--- src/rtl/tmds_channel_decoder_if.sv ---
// tmds_channel_decoder_if
//   Bus between a 1:10 deserializer (master) and one TMDS channel decoder (slave).
//   tmds_raw         deserializer word, bit 0 = first bit received
//   locked           symbol alignment achieved
//   bit_offset       current alignment offset, 0..9
//   control_valid    symbol is a control token
//   control_data     decoded {c1,c0}
//   video_data       8b video decode
//   terc4_valid      symbol is a TERC4 code
//   terc4_data       decoded TERC4 nibble
//   guard            symbol is the video guard band for this channel
//   lock_loss_count  saturating count of lock drops
interface tmds_channel_decoder_if;
  logic [9:0] tmds_raw;
  logic       locked;
  logic [3:0] bit_offset;
  logic       control_valid;
  logic [1:0] control_data;
  logic [7:0] video_data;
  logic       terc4_valid;
  logic [3:0] terc4_data;
  logic       guard;
  logic [7:0] lock_loss_count;

  modport master (
    output tmds_raw,
    input  locked, bit_offset, control_valid, control_data, video_data,
           terc4_valid, terc4_data, guard, lock_loss_count
  );

  modport slave (
    input  tmds_raw,
    output locked, bit_offset, control_valid, control_data, video_data,
           terc4_valid, terc4_data, guard, lock_loss_count
  );
endinterface

--- src/rtl/tmds_channel_decoder.sv ---
// tmds_channel_decoder
//   Sink-side decoder for one TMDS channel. Aligns the deserializer word by
//   locking onto control tokens, then decodes each aligned symbol into video,
//   control, TERC4 and guard-band fields.
//   Optional feature: `define TMDS_DECODER_LOSS_COUNT_EN builds the saturating
//   lock-loss counter; otherwise lock_loss_count is tied to zero.
// Ports
//   clk_pixel   pixel clock
//   reset       synchronous active-high reset
//   bus         tmds_channel_decoder_if.slave (tmds_raw in, decoded fields out)
//
// state     | meaning
// ST_SEARCH | hunting for LOCK_COUNT consecutive control tokens at bit_offset
// ST_LOCKED | aligned; drops back to search after LOSS_TIMEOUT cycles w/o token
module tmds_channel_decoder #(
  parameter int CN             = 0,
  parameter int LOCK_COUNT     = 16,
  parameter int SEARCH_TIMEOUT = 64,
  parameter int LOSS_TIMEOUT   = 4096
) (
  input logic                  clk_pixel,
  input logic                  reset,
  tmds_channel_decoder_if.slave bus
);

  localparam int RUN_W  = $clog2(LOCK_COUNT + 1);
  localparam int TMR_W  = $clog2(SEARCH_TIMEOUT);
  localparam int LOSS_W = $clog2(LOSS_TIMEOUT);

  localparam logic [RUN_W-1:0]  RUN_LAST  = RUN_W'(LOCK_COUNT - 1);
  localparam logic [TMR_W-1:0]  TMR_LAST  = TMR_W'(SEARCH_TIMEOUT - 1);
  localparam logic [LOSS_W-1:0] LOSS_LAST = LOSS_W'(LOSS_TIMEOUT - 1);

  localparam logic [9:0] GUARD_SYM = (CN == 1) ? 10'b0100110011 : 10'b1011001100;

  typedef enum logic [0:0] {ST_SEARCH, ST_LOCKED} state_t;

  state_t            state_q;
  logic [9:0]        prev_q;
  logic [9:0]        s1_q;
  logic [9:0]        s1_d;
  logic [3:0]        bit_offset_q;
  logic              locked_q;
  logic              ignore_q;
  logic [RUN_W-1:0]  run_q;
  logic [TMR_W-1:0]  timer_q;
  logic [LOSS_W-1:0] loss_q;

  logic       ctrl_v_q, t4_v_q, guard_q;
  logic [1:0] ctrl_d_q;
  logic [7:0] vid_q;
  logic [3:0] t4_d_q;

  logic       ctrl_v_d, t4_v_d, guard_d;
  logic [1:0] ctrl_d_d;
  logic [7:0] vid_d;
  logic [3:0] t4_d_d;
  logic [7:0] dinv;

  logic [19:0] window;
  assign window = {bus.tmds_raw, prev_q};

  always_comb begin
    s1_d = window[9:0];
    for (int i = 1; i < 10; i++) begin
      if (bit_offset_q == 4'(i)) s1_d = window[i +: 10];
    end
  end

  always_comb begin
    ctrl_v_d = 1'b1;
    ctrl_d_d = 2'b00;
    case (s1_q)
      10'b1101010100: ctrl_d_d = 2'b00;
      10'b0010101011: ctrl_d_d = 2'b01;
      10'b0101010100: ctrl_d_d = 2'b10;
      10'b1010101011: ctrl_d_d = 2'b11;
      default:        ctrl_v_d = 1'b0;
    endcase

    t4_v_d = 1'b1;
    t4_d_d = 4'h0;
    case (s1_q)
      10'b1010011100: t4_d_d = 4'h0;
      10'b1001100011: t4_d_d = 4'h1;
      10'b1011100100: t4_d_d = 4'h2;
      10'b1011100010: t4_d_d = 4'h3;
      10'b0101110001: t4_d_d = 4'h4;
      10'b0100011110: t4_d_d = 4'h5;
      10'b0110001110: t4_d_d = 4'h6;
      10'b0100111100: t4_d_d = 4'h7;
      10'b1011001100: t4_d_d = 4'h8;
      10'b0100111001: t4_d_d = 4'h9;
      10'b0110011100: t4_d_d = 4'hA;
      10'b1011000110: t4_d_d = 4'hB;
      10'b1010001110: t4_d_d = 4'hC;
      10'b1001110001: t4_d_d = 4'hD;
      10'b0101100011: t4_d_d = 4'hE;
      10'b1011000011: t4_d_d = 4'hF;
      default:        t4_v_d = 1'b0;
    endcase
    if (ctrl_v_d) begin
      t4_v_d = 1'b0;
      t4_d_d = 4'h0;
    end

    // bit 9 flags inverted payload, bit 8 selects XOR vs XNOR chaining
    dinv     = s1_q[9] ? ~s1_q[7:0] : s1_q[7:0];
    vid_d    = 8'h00;
    vid_d[0] = dinv[0];
    for (int i = 1; i < 8; i++) begin
      vid_d[i] = s1_q[8] ? (dinv[i] ^ dinv[i-1]) : ~(dinv[i] ^ dinv[i-1]);
    end

    guard_d = (s1_q == GUARD_SYM);
  end

`ifdef TMDS_DECODER_LOSS_COUNT_EN
  logic [7:0] loss_cnt_q;
  assign bus.lock_loss_count = loss_cnt_q;
`else
  assign bus.lock_loss_count = 8'd0;
`endif

  always_ff @(posedge clk_pixel) begin
    if (reset) begin
      state_q      <= ST_SEARCH;
      prev_q       <= '0;
      s1_q         <= '0;
      bit_offset_q <= '0;
      locked_q     <= 1'b0;
      ignore_q     <= 1'b0;
      run_q        <= '0;
      timer_q      <= '0;
      loss_q       <= '0;
      ctrl_v_q     <= 1'b0;
      ctrl_d_q     <= '0;
      vid_q        <= '0;
      t4_v_q       <= 1'b0;
      t4_d_q       <= '0;
      guard_q      <= 1'b0;
`ifdef TMDS_DECODER_LOSS_COUNT_EN
      loss_cnt_q   <= '0;
`endif
    end else begin
      prev_q   <= bus.tmds_raw;
      s1_q     <= s1_d;
      ctrl_v_q <= ctrl_v_d;
      ctrl_d_q <= ctrl_d_d;
      vid_q    <= vid_d;
      t4_v_q   <= t4_v_d;
      t4_d_q   <= t4_d_d;
      guard_q  <= guard_d;

      case (state_q)
        ST_SEARCH: begin
          if (ctrl_v_d && !ignore_q && run_q == RUN_LAST) begin
            state_q  <= ST_LOCKED;
            locked_q <= 1'b1;
            run_q    <= '0;
            timer_q  <= '0;
            loss_q   <= '0;
            ignore_q <= 1'b0;
          end else if (timer_q == TMR_LAST) begin
            bit_offset_q <= (bit_offset_q == 4'd9) ? 4'd0 : bit_offset_q + 4'd1;
            run_q        <= '0;
            timer_q      <= '0;
            // stage1 word already in flight was taken at the old offset
            ignore_q     <= 1'b1;
          end else begin
            timer_q  <= timer_q + 1'b1;
            ignore_q <= 1'b0;
            if (!ignore_q) run_q <= ctrl_v_d ? run_q + 1'b1 : '0;
          end
        end
        ST_LOCKED: begin
          if (ctrl_v_d) begin
            loss_q <= '0;
          end else if (loss_q == LOSS_LAST) begin
            state_q  <= ST_SEARCH;
            locked_q <= 1'b0;
            loss_q   <= '0;
            run_q    <= '0;
            timer_q  <= '0;
`ifdef TMDS_DECODER_LOSS_COUNT_EN
            if (loss_cnt_q != 8'hFF) loss_cnt_q <= loss_cnt_q + 8'd1;
`endif
          end else begin
            loss_q <= loss_q + 1'b1;
          end
        end
        default: state_q <= ST_SEARCH;
      endcase
    end
  end

  assign bus.locked        = locked_q;
  assign bus.bit_offset    = bit_offset_q;
  assign bus.control_valid = ctrl_v_q;
  assign bus.control_data  = ctrl_d_q;
  assign bus.video_data    = vid_q;
  assign bus.terc4_valid   = t4_v_q;
  assign bus.terc4_data    = t4_d_q;
  assign bus.guard         = guard_q;

endmodule

--- src/flat_wrapper.sv ---
// flat-port wrapper written by rule: the top's interface ports become plain ports
module tmds_channel_decoder_flat 
#(
  parameter int CN             = 0,
  parameter int LOCK_COUNT     = 16,
  parameter int SEARCH_TIMEOUT = 64,
  parameter int LOSS_TIMEOUT   = 4096
)
  (clk_pixel, reset, bus_tmds_raw, bus_locked, bus_bit_offset, bus_control_valid, bus_control_data, bus_video_data, bus_terc4_valid, bus_terc4_data, bus_guard, bus_lock_loss_count);
  tmds_channel_decoder_if bus_i ();
  input logic clk_pixel;
  input logic reset;
  input wire logic [$bits(bus_i.tmds_raw)-1:0] bus_tmds_raw;
  output wire logic [$bits(bus_i.locked)-1:0] bus_locked;
  output wire logic [$bits(bus_i.bit_offset)-1:0] bus_bit_offset;
  output wire logic [$bits(bus_i.control_valid)-1:0] bus_control_valid;
  output wire logic [$bits(bus_i.control_data)-1:0] bus_control_data;
  output wire logic [$bits(bus_i.video_data)-1:0] bus_video_data;
  output wire logic [$bits(bus_i.terc4_valid)-1:0] bus_terc4_valid;
  output wire logic [$bits(bus_i.terc4_data)-1:0] bus_terc4_data;
  output wire logic [$bits(bus_i.guard)-1:0] bus_guard;
  output wire logic [$bits(bus_i.lock_loss_count)-1:0] bus_lock_loss_count;
  assign bus_i.tmds_raw = bus_tmds_raw;
  assign bus_locked = bus_i.locked;
  assign bus_bit_offset = bus_i.bit_offset;
  assign bus_control_valid = bus_i.control_valid;
  assign bus_control_data = bus_i.control_data;
  assign bus_video_data = bus_i.video_data;
  assign bus_terc4_valid = bus_i.terc4_valid;
  assign bus_terc4_data = bus_i.terc4_data;
  assign bus_guard = bus_i.guard;
  assign bus_lock_loss_count = bus_i.lock_loss_count;
  tmds_channel_decoder #(.CN(CN), .LOCK_COUNT(LOCK_COUNT), .SEARCH_TIMEOUT(SEARCH_TIMEOUT), .LOSS_TIMEOUT(LOSS_TIMEOUT)) u_core (.clk_pixel(clk_pixel), .reset(reset), .bus(bus_i));
endmodule
--- config.mk ---
export PLATFORM = sky130hd
export DESIGN_NAME = tmds_channel_decoder_flat
export DESIGN_NICKNAME = d
export VERILOG_FILES = /design/src/rtl/tmds_channel_decoder_if.sv /design/src/rtl/tmds_channel_decoder.sv /design/src/flat_wrapper.sv
export SDC_FILE = /design/constraint.sdc
export NUM_CORES = 1
export LEC_CHECK = 0
export ABC_AREA = 1
export ABC_CLOCK_PERIOD_IN_PS = 1900
export BUFFER_PORTS_ARGS = -buffer_cell sky130_fd_sc_hd__buf_2
export CORE_MARGIN = 5
export CORE_UTILIZATION = 30
export CTS_CLUSTER_DIAMETER = 100
export DETAILED_ROUTE_END_ITERATION = 8
export PLACE_DENSITY = 0.57
export SETUP_SLACK_MARGIN = 0.1
export SLEW_MARGIN = 20
export SYNTH_ARGS = -nofsm -noshare
export SYNTH_HDL_FRONTEND = slang
export SYNTH_SLANG_ARGS = --single-unit
--- constraint.sdc ---
create_clock -name clk_pixel -period 1.9 [get_ports clk_pixel]
set_input_delay 0 -clock clk_pixel [delete_from_list [all_inputs] [get_ports clk_pixel]]
set_output_delay 0 -clock clk_pixel [all_outputs]
set_load 0.02 [all_outputs]
==> summary.txt, run 1 <==
Outcome
  • Status: finished clean

GRT
  • Vias in the first global route: slightly below 4000
  • Pin count of the biggest net entering global routing: 36
  • GRT Total Usage: between 10% and 20%
  • Overflow after GRT: 0
  • First-pass GRT wire length: between 15 and 20 mm
  • Initial antenna violation count: 0

Clock tree
  • CTS Root Cell: clkbuf_16
  • Max Root-Sink Buffers: 2
  • CTS Buf Count: 9
  • Reg clk slew, reported paths: 0.06 ns
  • Clk_lat worst skew: between 0.3 and 0.4 ns
  • H-Tree Depth: 3
  • CTS tree: done
  • CTS sink count: 67

Placement
  • Pre-CTS setup slack: roughly 0.12 ns
  • IO buf count: 33
  • Final HPWL DP: 8.270 mm
  • GP Congestion: 0.8707
  • Total placed instance area: 4706 sq um

Critical path
  • Slowest cell delay on critical path: 0.36 ns
  • CP startpoint: u_core.loss_q[1]$_SDFFE_PP0P_
  • CP endpoint kind: flop
  • CP endpoint: u_core.run_q[1]$_SDFFE_PP0P_
  • Critical R2R Launch: u_core.loss_q[1]$_SDFFE_PP0P_
  • Critical Path Start Type: flop
  • Reg2reg setup slack: 0.11 ns
  • Crit path depth: 13
  • CP top delay family: simple AND/OR/NAND/NOR gates
  • Setup CP Type: flop to flop
  • WP buf/inv: 1
  • Crit-path max FO: 7
  • CP cell instances: ha_4 > nand2_2 > inv_2 > nand2_4 > nor2_4 > nand3_2 > nor2_1 > nand2_1 > nand2_4 > nand3_4 > nor2_4 > nand2_1 > a21oi_2
  • Worst EP arrival: 2.05 ns
  • Reg2reg end: u_core.run_q[1]$_SDFFE_PP0P_
  • WP data required: around 2.2 ns
  • R2R depth: 13
  • Slowest stage cell, crit path: dfxtp_4

Synth
  • Top post-synthesis cells by count: nand2_1 (146), inv_1 (86), nand3_1 (70)
  • Yosys top cell area share: 31.09%
  • Synth Flop Type: dfxtp_1
  • Synth async-reset ratio: 0%
  • Largest area contributor in the netlist: dfxtp_1
  • Sequential element share of the synthesized area: 31.09%
  • Synthesis Warnings: 0
  • Syn Area/Cell: 6.458 sq um
  • Distinct cells, synth: 40
  • Mapped Area: 4314 sq um
  • Number of synthesized flops with an enable pin: 0
  • Gate Count Post-Synth: 668
  • Cell with the most instances after synthesis: nand2_1
  • Top post-synthesis cells by area: dfxtp_1 (31%), nand2_1 (13%), nand3_1 (8.1%)
  • Flops & latches, synth: 67

STA
  • Final Cycle Share: between 90% and 100%
  • Setup Skew: ~0.0067 ns
  • Worst slew pin tran: 0.5364 ns
  • Fmax: 559.1 MHz
  • Unrepaired setup endpoints after global routing: yes
  • Slew Limit Fails: 0
  • Worst relative slew slack: 64.20%
  • Fin crit period: 1.789 ns
  • TNS Setup: 0 ns
  • Final Hold Viols: 0
  • Final setup viols: 0
  • Final setup margin: 0.1115 ns

Route
  • DR vias: about 4200
  • Post-route DRC: 0
  • DR iter-0 viols: 311
  • Via/cell ratio: between 4 and 5
  • TritonRoute pass-1 iters: 6
  • Wirelength per Cell: 12.33 um
  • WL final: 11.22 mm
  • Detail Route Antenna Nets: 0

Pwr
  • Power Internal: 2.591 mW
  • Switching Share: 25.34%
  • Comb power frac: under 10%
  • Worst vdd ir: 0.4002 mV
  • Register share of total power: 42.6%
  • Pwr dens: between 600 and 700 nW/um^2
  • Leak pwr: 2.358 nW
  • Psw: 879.6 uW
  • Clock share of power: 48.9%
  • Final Power: 3.471 mW

Cells and area
  • Area used by multi-input combinational logic: 2551 sq um
  • Share of cells above drive strength 1: 21.92%
  • P&R area growth vs syn: 22.22%
  • Sequential cell area: around 1400 sq um
  • Diodes inserted: 0
  • Post-route cell area: 5273 sq um
  • Filler Cell Count: between 1500 and 2000
  • Nets: 741

Die
  • Std cell rows: 43
  • Initial Util: 30.84%
  • I/O Pins: 42
  • Die X-Extent: approximately 130 um
  • Die Area: 16880 sq um
  • Core box area: 13990 sq um
  • Die height: 129.9 um

Min path
  • Worst hold path class: primary input to flop

Run
  • Max_cap viols: 0
==> sequential cells by signal (all words and copies together), names as in the netlist <==
| signal | cells |
|---|---|
| u_core.run_q | 5 |
| u_core.bus.video_data | 8 |
| u_core.bus.control_data | 2 |
| u_core.state_q | 1 |
| u_core.bus.terc4_data | 4 |
| u_core.bus.control_valid | 1 |
| u_core.timer_q | 6 |
| u_core.s1_q | 10 |
| u_core.bus.guard | 1 |
| u_core.bus.locked | 1 |
| u_core.bus.bit_offset | 4 |
| u_core.loss_q | 12 |
| u_core.ignore_q | 1 |
| u_core.prev_q | 10 |
| u_core.bus.terc4_valid | 1 |
==> final cells by class <==
type                       instances  area share [%]
timing repair buffer              65           8.068
sequential                        67           25.72
inverter                         108           7.784
clock inverter                     6           1.234
clock buffer                      10           4.533
tap                              180           4.271
multi-input combinational        474           48.39
==> how the worst min path moves through the flow <==
stage	from	end	slack, ns	cells past startpoint
2_1_floorplan	bus_tmds_raw[2]	u_core.prev_q[2]$_SDFF_PP0_	0.11	2
3_3_place_gp	bus_tmds_raw[9]	u_core.prev_q[9]$_SDFF_PP0_	0.21	3
3_5_place_dp	bus_tmds_raw[9]	u_core.prev_q[9]$_SDFF_PP0_	0.21	3
4_1_cts	bus_tmds_raw[1]	u_core.prev_q[1]$_SDFF_PP0_	0.003	3
5_1_grt	bus_tmds_raw[1]	u_core.prev_q[1]$_SDFF_PP0_	0.03	3
6_report	bus_tmds_raw[1]	u_core.prev_q[1]$_SDFF_PP0_	0.02	3
==> per-stage QoR <==
| step | std cells | utilization [%] | hold slack [ns] |
|---|---|---|---|
| after global routing | 910 | 37.69 | 0.02800 |
| after CTS | 903 | 36.39 | 0.002757 |
| final | 910 | 37.69 | 0.01752 |
| after floorplan | 675 | - | 0.1070 |
| after global placement | 879 | 33.64 | 0.2060 |
| after detailed placement | 879 | 33.64 | 0.2102 |
==> power groups by stage <==
stage	logic, mW	registers (mW)	clock network (mW)
after floorplan	0.178	1.52	0
after global placement	0.278	1.51	0
after detailed placement	0.276	1.51	0
after CTS	0.289	1.48	1.74
after global routing	0.329	1.48	1.80
final	0.294	1.48	1.70
==> routing by layer <==
layer | vias up | track usage (%) | share of wire (%)
met4 | 0 | 4.218 | 1.3
met1 | 1862 | 18.26 | 49
li1 | 2262 | - | -
met5 | - | 0 | 0
met3 | 16 | 3.438 | 5.0
met2 | 109 | 21.93 | 45
==> tightest hold or removal path, cell delays in order <==
cell and delay [ns]:
buf_2 0.17, inv_1 0.09, nor2_1 0.04
==> cell usage in the layout (no fill, tap or decap), types with 3 or more instances in the layout <==
master,instances
buf_2,33
nand2_1,142
nand2_4,6
inv_2,23
a21oi_2,7
dlygate4sd3_1,8
dfxtp_1,59
nand3_4,3
nand4_1,9
buf_4,24
nand3_1,68
inv_1,82
o21ai_1,25
xor2_1,8
nor2_2,4
nor2_1,52
nor4_1,3
a21oi_1,54
o21ai_0,32
conb_1,8
nand2_2,8
clkbuf_16,9
nor3_1,9
nor2_4,11
dfxtp_2,6
nand3_2,3
==> what timing repair did <==
item | CTS | global route
hold buffers | 8 | 0
hold endpoints to repair | 9 | 0
resized for setup | 0 | 41
endpoints found under the setup margin | 0 | 36
setup buffers | 0 | 7
==> kinds of logic after synthesis <==
logic type / share of synthesized area (%)
simple gates: 37.41
fa+ha+maj: 1.160
other cells: 0.08692
compound gates: 15.28
buf+inv: 12.94
flops: 31.09
xor+xnor: 2.030
No activity file was read; power rests on OpenSTA's default activity.
==> run 2: changes to the inputs <==
--- a/config.mk
+++ b/config.mk
@@ -6,7 +6,7 @@
 export NUM_CORES = 1
 export LEC_CHECK = 0
 export ABC_AREA = 1
-export ABC_CLOCK_PERIOD_IN_PS = 1900
+export ABC_CLOCK_PERIOD_IN_PS = 2200
 export BUFFER_PORTS_ARGS = -buffer_cell sky130_fd_sc_hd__buf_2
 export CORE_MARGIN = 5
 export CORE_UTILIZATION = 30
==> constraint.sdc (replaced) <==
create_clock -name clk_pixel -period 2.2 [get_ports clk_pixel]
set_input_delay 0 -clock clk_pixel [delete_from_list [all_inputs] [get_ports clk_pixel]]
set_output_delay 0 -clock clk_pixel [all_outputs]
set_load 0.02 [all_outputs]
==> summary.txt, run 2 (synthesis gave the netlist of run 1 again) <==
Min path
  • Min-Delay Path Depth: 3 (unchanged)
  • Worst hold path class: primary input to flop

Route
  • Detail Route Antenna Nets: 0 (unchanged)
  • Via/cell ratio: 4.763 (+2.0%)
  • Wirelength per Cell: 12.70 um (+3.0%)
  • TritonRoute pass-1 iters: 5 (-1)
  • DR iter-0 viols: 301 (-3.2%)
  • DR vias: 4249 (unchanged)
  • Post-route DRC: 0 (unchanged)
  • WL final: 11.33 mm (+0.97%)

Die
  • Die Area: 16880 sq um (unchanged)
  • I/O Pins: 42 (unchanged)
  • Die height: 129.9 um (unchanged)
  • Initial Util: 30.84% (unchanged)
  • Die X-Extent: 129.9 um (unchanged)
  • Std cell rows: 43 (unchanged)
  • Core box area: 13990 sq um (unchanged)

Critical path
  • Setup CP Type: flop to flop
  • R2R depth: 13 (unchanged)
  • Worst EP arrival: 2.11 ns (+0.06 ns)
  • WP data required: 2.43 ns (+0.27 ns)
  • Critical Path Start Type: flop
  • Crit-path max FO: 11 (+4)
  • CP endpoint kind: flop

Placement
  • Pre-CTS setup slack: 0.2935 ns (+0.1707 ns)
  • Final HPWL DP: 8.265 mm (about the same)
  • IO buf count: 33 (unchanged)
  • GP Congestion: 0.9429 (+8.3%)
  • Total placed instance area: 4616 sq um (-1.9%)

Cells and area
  • Area used by multi-input combinational logic: 2446 sq um (-4.1%)
  • Nets: 723 (-2.4%)
  • Max reg flops: 12 (unchanged)
  • Top flop regs: u_core.loss_q: 12 flops, u_core.prev_q: 10 flops, u_core.s1_q: 10 flops
  • Most frequent cells in the layout: nand2_1 (146), inv_1 (86), nand3_1 (69), dfxtp_1 (67)
  • Post-route cell area: 5014 sq um (-4.9%)
  • Commonest non-fill, non-tap cell in the layout: nand2_1
  • Largest reg by FF count: u_core.loss_q
  • Filler Cell Count: 1534 (+1.7%)
  • Diodes inserted: 0 (unchanged)
  • Share of cells above drive strength 1: 16.15% (-5.8 points)
  • P&R area growth vs syn: 16.21%
  • Sequential cell area: 1341 sq um (-1.1%)
  • Final Util: 35.84% (-1.9 points)

Run
  • Max_cap viols: 0 (unchanged)

STA
  • TNS Setup: 0 ns (unchanged)
  • Fin crit period: 1.879 ns (+0.09091 ns)
  • Setup Skew: 0.005070 ns (-0.001630 ns)
  • Worst slew pin tran: 0.8278 ns (+0.2914 ns)
  • Slew Limit Fails: 0 (unchanged)
  • Fmax: 532.1 MHz (-4.8%)
  • Worst relative slew slack: 44.75% (-19 points)
  • Final Hold Viols: 0 (unchanged)
  • Final setup viols: 0 (unchanged)
  • Final setup margin: 0.3206 ns (+0.2091 ns)
  • Final Cycle Share: 85.43% (-8.7 points)
  • Unrepaired setup endpoints after global routing: no

GRT
  • Overflow after GRT: 0 (unchanged)
  • Vias in the first global route: 3846 (-3.3%)
  • Initial antenna violation count: 0 (unchanged)
  • GRT Total Usage: 13.86% (+0.14 points)
  • Pin count of the biggest net entering global routing: 36 (unchanged)
  • First-pass GRT wire length: 19.09 mm (+0.65%)

Clock tree
  • CTS Root Cell: clkbuf_16
  • H-Tree Depth: 3 (unchanged)
  • CTS tree: done
  • Max Root-Sink Buffers: 2 (unchanged)
  • Reg clk slew, reported paths: 0.06 ns (about the same)
  • CTS sink count: 67 (unchanged)
  • CTS Buf Count: 9 (unchanged)
  • Clk_lat worst skew: 0.33 ns (about the same)
  • Postcts setup bufs: 0 (unchanged)

Pwr
  • Clock share of power: 49.1% (+0.2 points)
  • Comb power frac: 8.2% (-0.3 points)
  • Worst vdd ir: 0.3359 mV (-16%)
  • Power Internal: 2.213 mW (-15%)
  • Pwr dens: 597.2 nW/um^2 (-9.3%)
  • Leak pwr: 2.236 nW (-5.2%)
  • Register share of total power: 42.8% (+0.2 points)
  • Psw: 781.1 uW (-11%)
  • Switching Share: 26.09% (+0.74 points)

Outcome
  • Status: finished clean
run 2: power groups by stage:
stage          Combinational (mW)  Clock [mW]  Sequential [mW]
5_1_grt                     0.275        1.55             1.29
4_1_cts                     0.244        1.50             1.28
3_3_place_gp                0.233           0             1.31
6_report                    0.244        1.47             1.28
2_1_floorplan               0.154           0             1.31
3_5_place_dp                0.230           0             1.31
run 2: repair_timing:
action | in CTS | in global routing
gates resized for setup | 0 | 1
hold buffers | 9 | 0
endpoints found under the setup margin | 0 | 7
endpoints found under the hold margin | 10 | 0
run 2: worst paths after layout:
kind | from | endpoint | slack (ns)
max reg2reg | u_core.bus.bit_offset[1]$_SDFFE_PP0P_ | u_core.s1_q[6]$_SDFF_PP0_ | 0.32
max | u_core.bus.bit_offset[1]$_SDFFE_PP0P_ | u_core.s1_q[6]$_SDFF_PP0_ | 0.32
min | bus_tmds_raw[0] | u_core.prev_q[0]$_SDFF_PP0_ | 0.10
min reg2reg | u_core.bus.locked$_SDFFE_PP0P_ | u_core.bus.locked$_SDFFE_PP0P_ | 0.44
run 2: layout make-up:
type                    instances  share of cell area (%)
well taps                     180                   4.492
multi-input cells             474                   48.79
repair buffers                 47                   5.840
clock buffers                   9                   4.492
flip-flops and latches         67                   26.75
inverters                     108                   8.086
clock inverters                 7                   1.547
run 2: through the flow:
step / hold slack (ns) / std cells / power, mW
2_1_floorplan: 0.1070 / 675 / 1.467
3_3_place_gp: 0.2097 / 867 / 1.542
3_5_place_dp: 0.2141 / 867 / 1.538
4_1_cts: 0.08897 / 892 / 3.028
5_1_grt: 0.1148 / 892 / 3.110
6_report: 0.1032 / 892 / 2.994
run 2: per-layer routing:
metal / global-route usage [%] / wire length [um] / part of all wire, % / vias to the layer above
li1: - / - / - / 2220
met1: 19.40 / 5697 / 50 / 1907
met2: 21.47 / 4927 / 43 / 105
met3: 2.988 / 538 / 4.7 / 17
met4: 4.034 / 168 / 1.5 / 0
met5: 0 / 0 / 0 / -
run 2: critical path: stages, from the launching register on:
cell	delay, ns
dfxtp_1	0.54
nand2_4	0.13
nor2_4	0.29
inv_2	0.15
o21ai_1	0.14
inv_1	0.05
nand2_1	0.07
nand2_1	0.05
nand2_1	0.06
nand2_1	0.05
nand3_1	0.07
nand3_1	0.07
nand2_1	0.07
inv_1	0.03
==> run 3: changes to the inputs <==
--- a/config.mk
+++ b/config.mk
@@ -9,10 +9,10 @@
 export ABC_CLOCK_PERIOD_IN_PS = 2200
 export BUFFER_PORTS_ARGS = -buffer_cell sky130_fd_sc_hd__buf_2
 export CORE_MARGIN = 5
-export CORE_UTILIZATION = 30
+export CORE_UTILIZATION = 62
 export CTS_CLUSTER_DIAMETER = 100
 export DETAILED_ROUTE_END_ITERATION = 8
-export PLACE_DENSITY = 0.57
+export PLACE_DENSITY = 0.94
 export SETUP_SLACK_MARGIN = 0.1
 export SLEW_MARGIN = 20
 export SYNTH_ARGS = -nofsm -noshare
==> summary.txt, run 3 (synthesis gave the netlist of run 1 again) <==
Outcome
  • Status: finished clean

Cells and area
  • Most frequent cells in the layout: nand2_1 (146), inv_1 (86), nand3_1 (69), dfxtp_1 (67)
  • Commonest non-fill, non-tap cell in the layout: nand2_1
  • Sequential cell area: 1341 sq um (unchanged)
  • Share of cells above drive strength 1: 16.15% (unchanged)
  • Filler Cell Count: 542 (-65%)
  • P&R area growth vs syn: 11.92%
  • Top flop regs: u_core.loss_q: 12 flops, u_core.prev_q: 10 flops, u_core.s1_q: 10 flops
  • Largest reg by FF count: u_core.loss_q
  • Nets: 723 (unchanged)
  • Post-route cell area: 4828 sq um (-3.7%)
  • Area used by multi-input combinational logic: 2446 sq um (unchanged)
  • Max reg flops: 12 (unchanged)
  • Diodes inserted: 0 (unchanged)

STA
  • Worst relative slew slack: 50.70% (+5.9 points)
  • Fin crit period: 1.920 ns (+0.04013 ns)
  • Worst slew pin tran: 0.7387 ns (-0.08908 ns)
  • Final Hold Viols: 0 (unchanged)
  • Final Cycle Share: 87.25% (+1.8 points)
  • TNS Setup: 0 ns (unchanged)
  • Slew Limit Fails: 0 (unchanged)
  • Final setup viols: 0 (unchanged)
  • Final setup margin: 0.2804 ns (-0.04013 ns)
  • Fmax: 521.0 MHz (-2.1%)
  • Setup Skew: 0.01139 ns (+0.006324 ns)
  • Unrepaired setup endpoints after global routing: no

Clock tree
  • CTS Buf Count: 9 (unchanged)
  • Clk_lat worst skew: 0.36 ns (+0.03 ns)
  • Max Root-Sink Buffers: 2 (unchanged)
  • H-Tree Depth: 3 (unchanged)
  • Reg clk slew, reported paths: 0.08 ns (+0.02 ns)
  • CTS sink count: 67 (unchanged)
  • CTS tree: done
  • Postcts setup bufs: 0 (unchanged)
  • CTS Root Cell: clkbuf_8

Route
  • WL final: 10.80 mm (-4.7%)
  • DR iter-0 viols: 305 (+1.3%)
  • DR vias: 4467 (+5.1%)
  • Wirelength per Cell: 13.37 um (+5.3%)
  • Post-route DRC: 0 (unchanged)
  • TritonRoute pass-1 iters: 5 (unchanged)
  • Via/cell ratio: 5.528 (+16%)
  • Detail Route Antenna Nets: 0 (unchanged)

Min path
  • Worst hold path class: primary input to flop

Die
  • Die X-Extent: 93.42 um (-28%)
  • Initial Util: 63.50% (+33 points)
  • Die height: 93.42 um (-28%)
  • Core box area: 6794 sq um (-51%)
  • Std cell rows: 30 (-30%)
  • Die Area: 8726 sq um (-48%)
  • I/O Pins: 42 (unchanged)

Placement
  • IO buf count: 33 (unchanged)
  • Total placed instance area: 4511 sq um (-2.3%)
  • GP Congestion: 1.045 (+11%)
  • Pre-CTS setup slack: 0.3364 ns (+0.04290 ns)
  • Final HPWL DP: 7.797 mm (-5.7%)

GRT
  • GRT Total Usage: 25.48% (+12 points)
  • Initial antenna violation count: 0 (unchanged)
  • Pin count of the biggest net entering global routing: 36 (unchanged)
  • First-pass GRT wire length: 18.15 mm (-4.9%)
  • Vias in the first global route: 4047 (+5.2%)
  • Overflow after GRT: 0 (unchanged)

Critical path
  • Setup CP Type: flop to flop
  • Crit-path max FO: 5 (-6)
  • Worst EP arrival: 2.16 ns (+0.05 ns)
  • CP cell instances: ha_1 > nand2_1 > inv_2 > nand2_2 > nor2_4 > nand3_2 > nor2_1 > nand4_1 > nand2_1 > inv_2 > o31ai_1 > a21oi_1
  • WP data required: 2.44 ns (about the same)
  • Slowest cell delay on critical path: 0.38 ns (-0.16 ns)
  • CP top delay family: simple AND/OR/NAND/NOR gates
  • WP buf/inv: 2 (-1)
  • Slowest stage cell, crit path: dfxtp_1
  • Critical Path Start Type: flop
  • CP endpoint kind: flop

Pwr
  • Pwr dens: 557.7 nW/um^2 (-6.6%)
  • Worst vdd ir: 0.4287 mV (+28%)
  • Leak pwr: 2.207 nW (-1.3%)

Run
  • Max_cap viols: 0 (unchanged)
## run 3: changes by cell type in the layout (fill, tap and decap cells not counted), sizes merged
cell and change:
clkinvlp -2, inv +2, bufinv +1, clkinv -1
## run 3: timing repair
item                                    in CTS  in global routing
gates resized for setup                      0                  1
endpoints found under the hold margin       12                  0
hold buffers                                 9                  0
endpoints found under the setup margin       0                  6
## run 3: final timing paths
path | from | end | slack (ns) | cells after the start
worst min register to register | u_core.bus.locked$_SDFFE_PP0P_ | u_core.bus.locked$_SDFFE_PP0P_ | 0.45 | 2
worst min-delay path | bus_tmds_raw[0] | u_core.prev_q[0]$_SDFF_PP0_ | 0.05 | 3
worst max register to register | u_core.loss_q[0]$_SDFFE_PP0P_ | u_core.loss_q[9]$_SDFFE_PP0P_ | 0.28 | 12
worst max-delay path | u_core.loss_q[0]$_SDFFE_PP0P_ | u_core.loss_q[9]$_SDFFE_PP0P_ | 0.28 | 12
## run 3: final cells by class
cell class,count,area share [%]
repair buffers,47,6.064
well taps,96,2.488
inverters,108,8.396
clock buffers,9,2.565
flip-flops and latches,67,27.78
multi-input cells,474,50.66
clock inverters,7,2.047
## run 3: tightest hold or removal path, stage by stage
cell and delay, ns:
buf_2 0.15, inv_1 0.15, nor2_1 0.05
## run 3: stage by stage
| stage | instances | hold slack [ns] | util (%) | power, mW |
|---|---|---|---|---|
| 6_report | 808 | 0.04527 | 71.07 | 2.693 |
| 5_1_grt | 808 | 0.05108 | 71.07 | 2.793 |
| 4_1_cts | 808 | 0.04254 | 70.99 | 2.703 |
| 3_5_place_dp | 783 | 0.2099 | 66.39 | 1.529 |
| 3_3_place_gp | 783 | 0.2023 | 66.39 | 1.522 |
| 2_1_floorplan | 675 | 0.1070 | - | 1.467 |
## run 3: power by group
part | leakage [nW] | total (mW) | internal [mW] | switching (mW)
sequential | 0.547 | 1.28 | 1.25 | 0.0330
combinational | 1.55 | 0.239 | 0.0781 | 0.161
clock | 0.111 | 1.17 | 0.648 | 0.526
## run 3: routing by layer
metal / global-route usage, % / routed length (um) / up-vias
met5: 0 / 0 / -
met4: 9.402 / 271 / 0
met3: 4.827 / 880 / 31
met2: 44.91 / 5342 / 220
met1: 30.55 / 4309 / 2000
li1: - / - / 2216
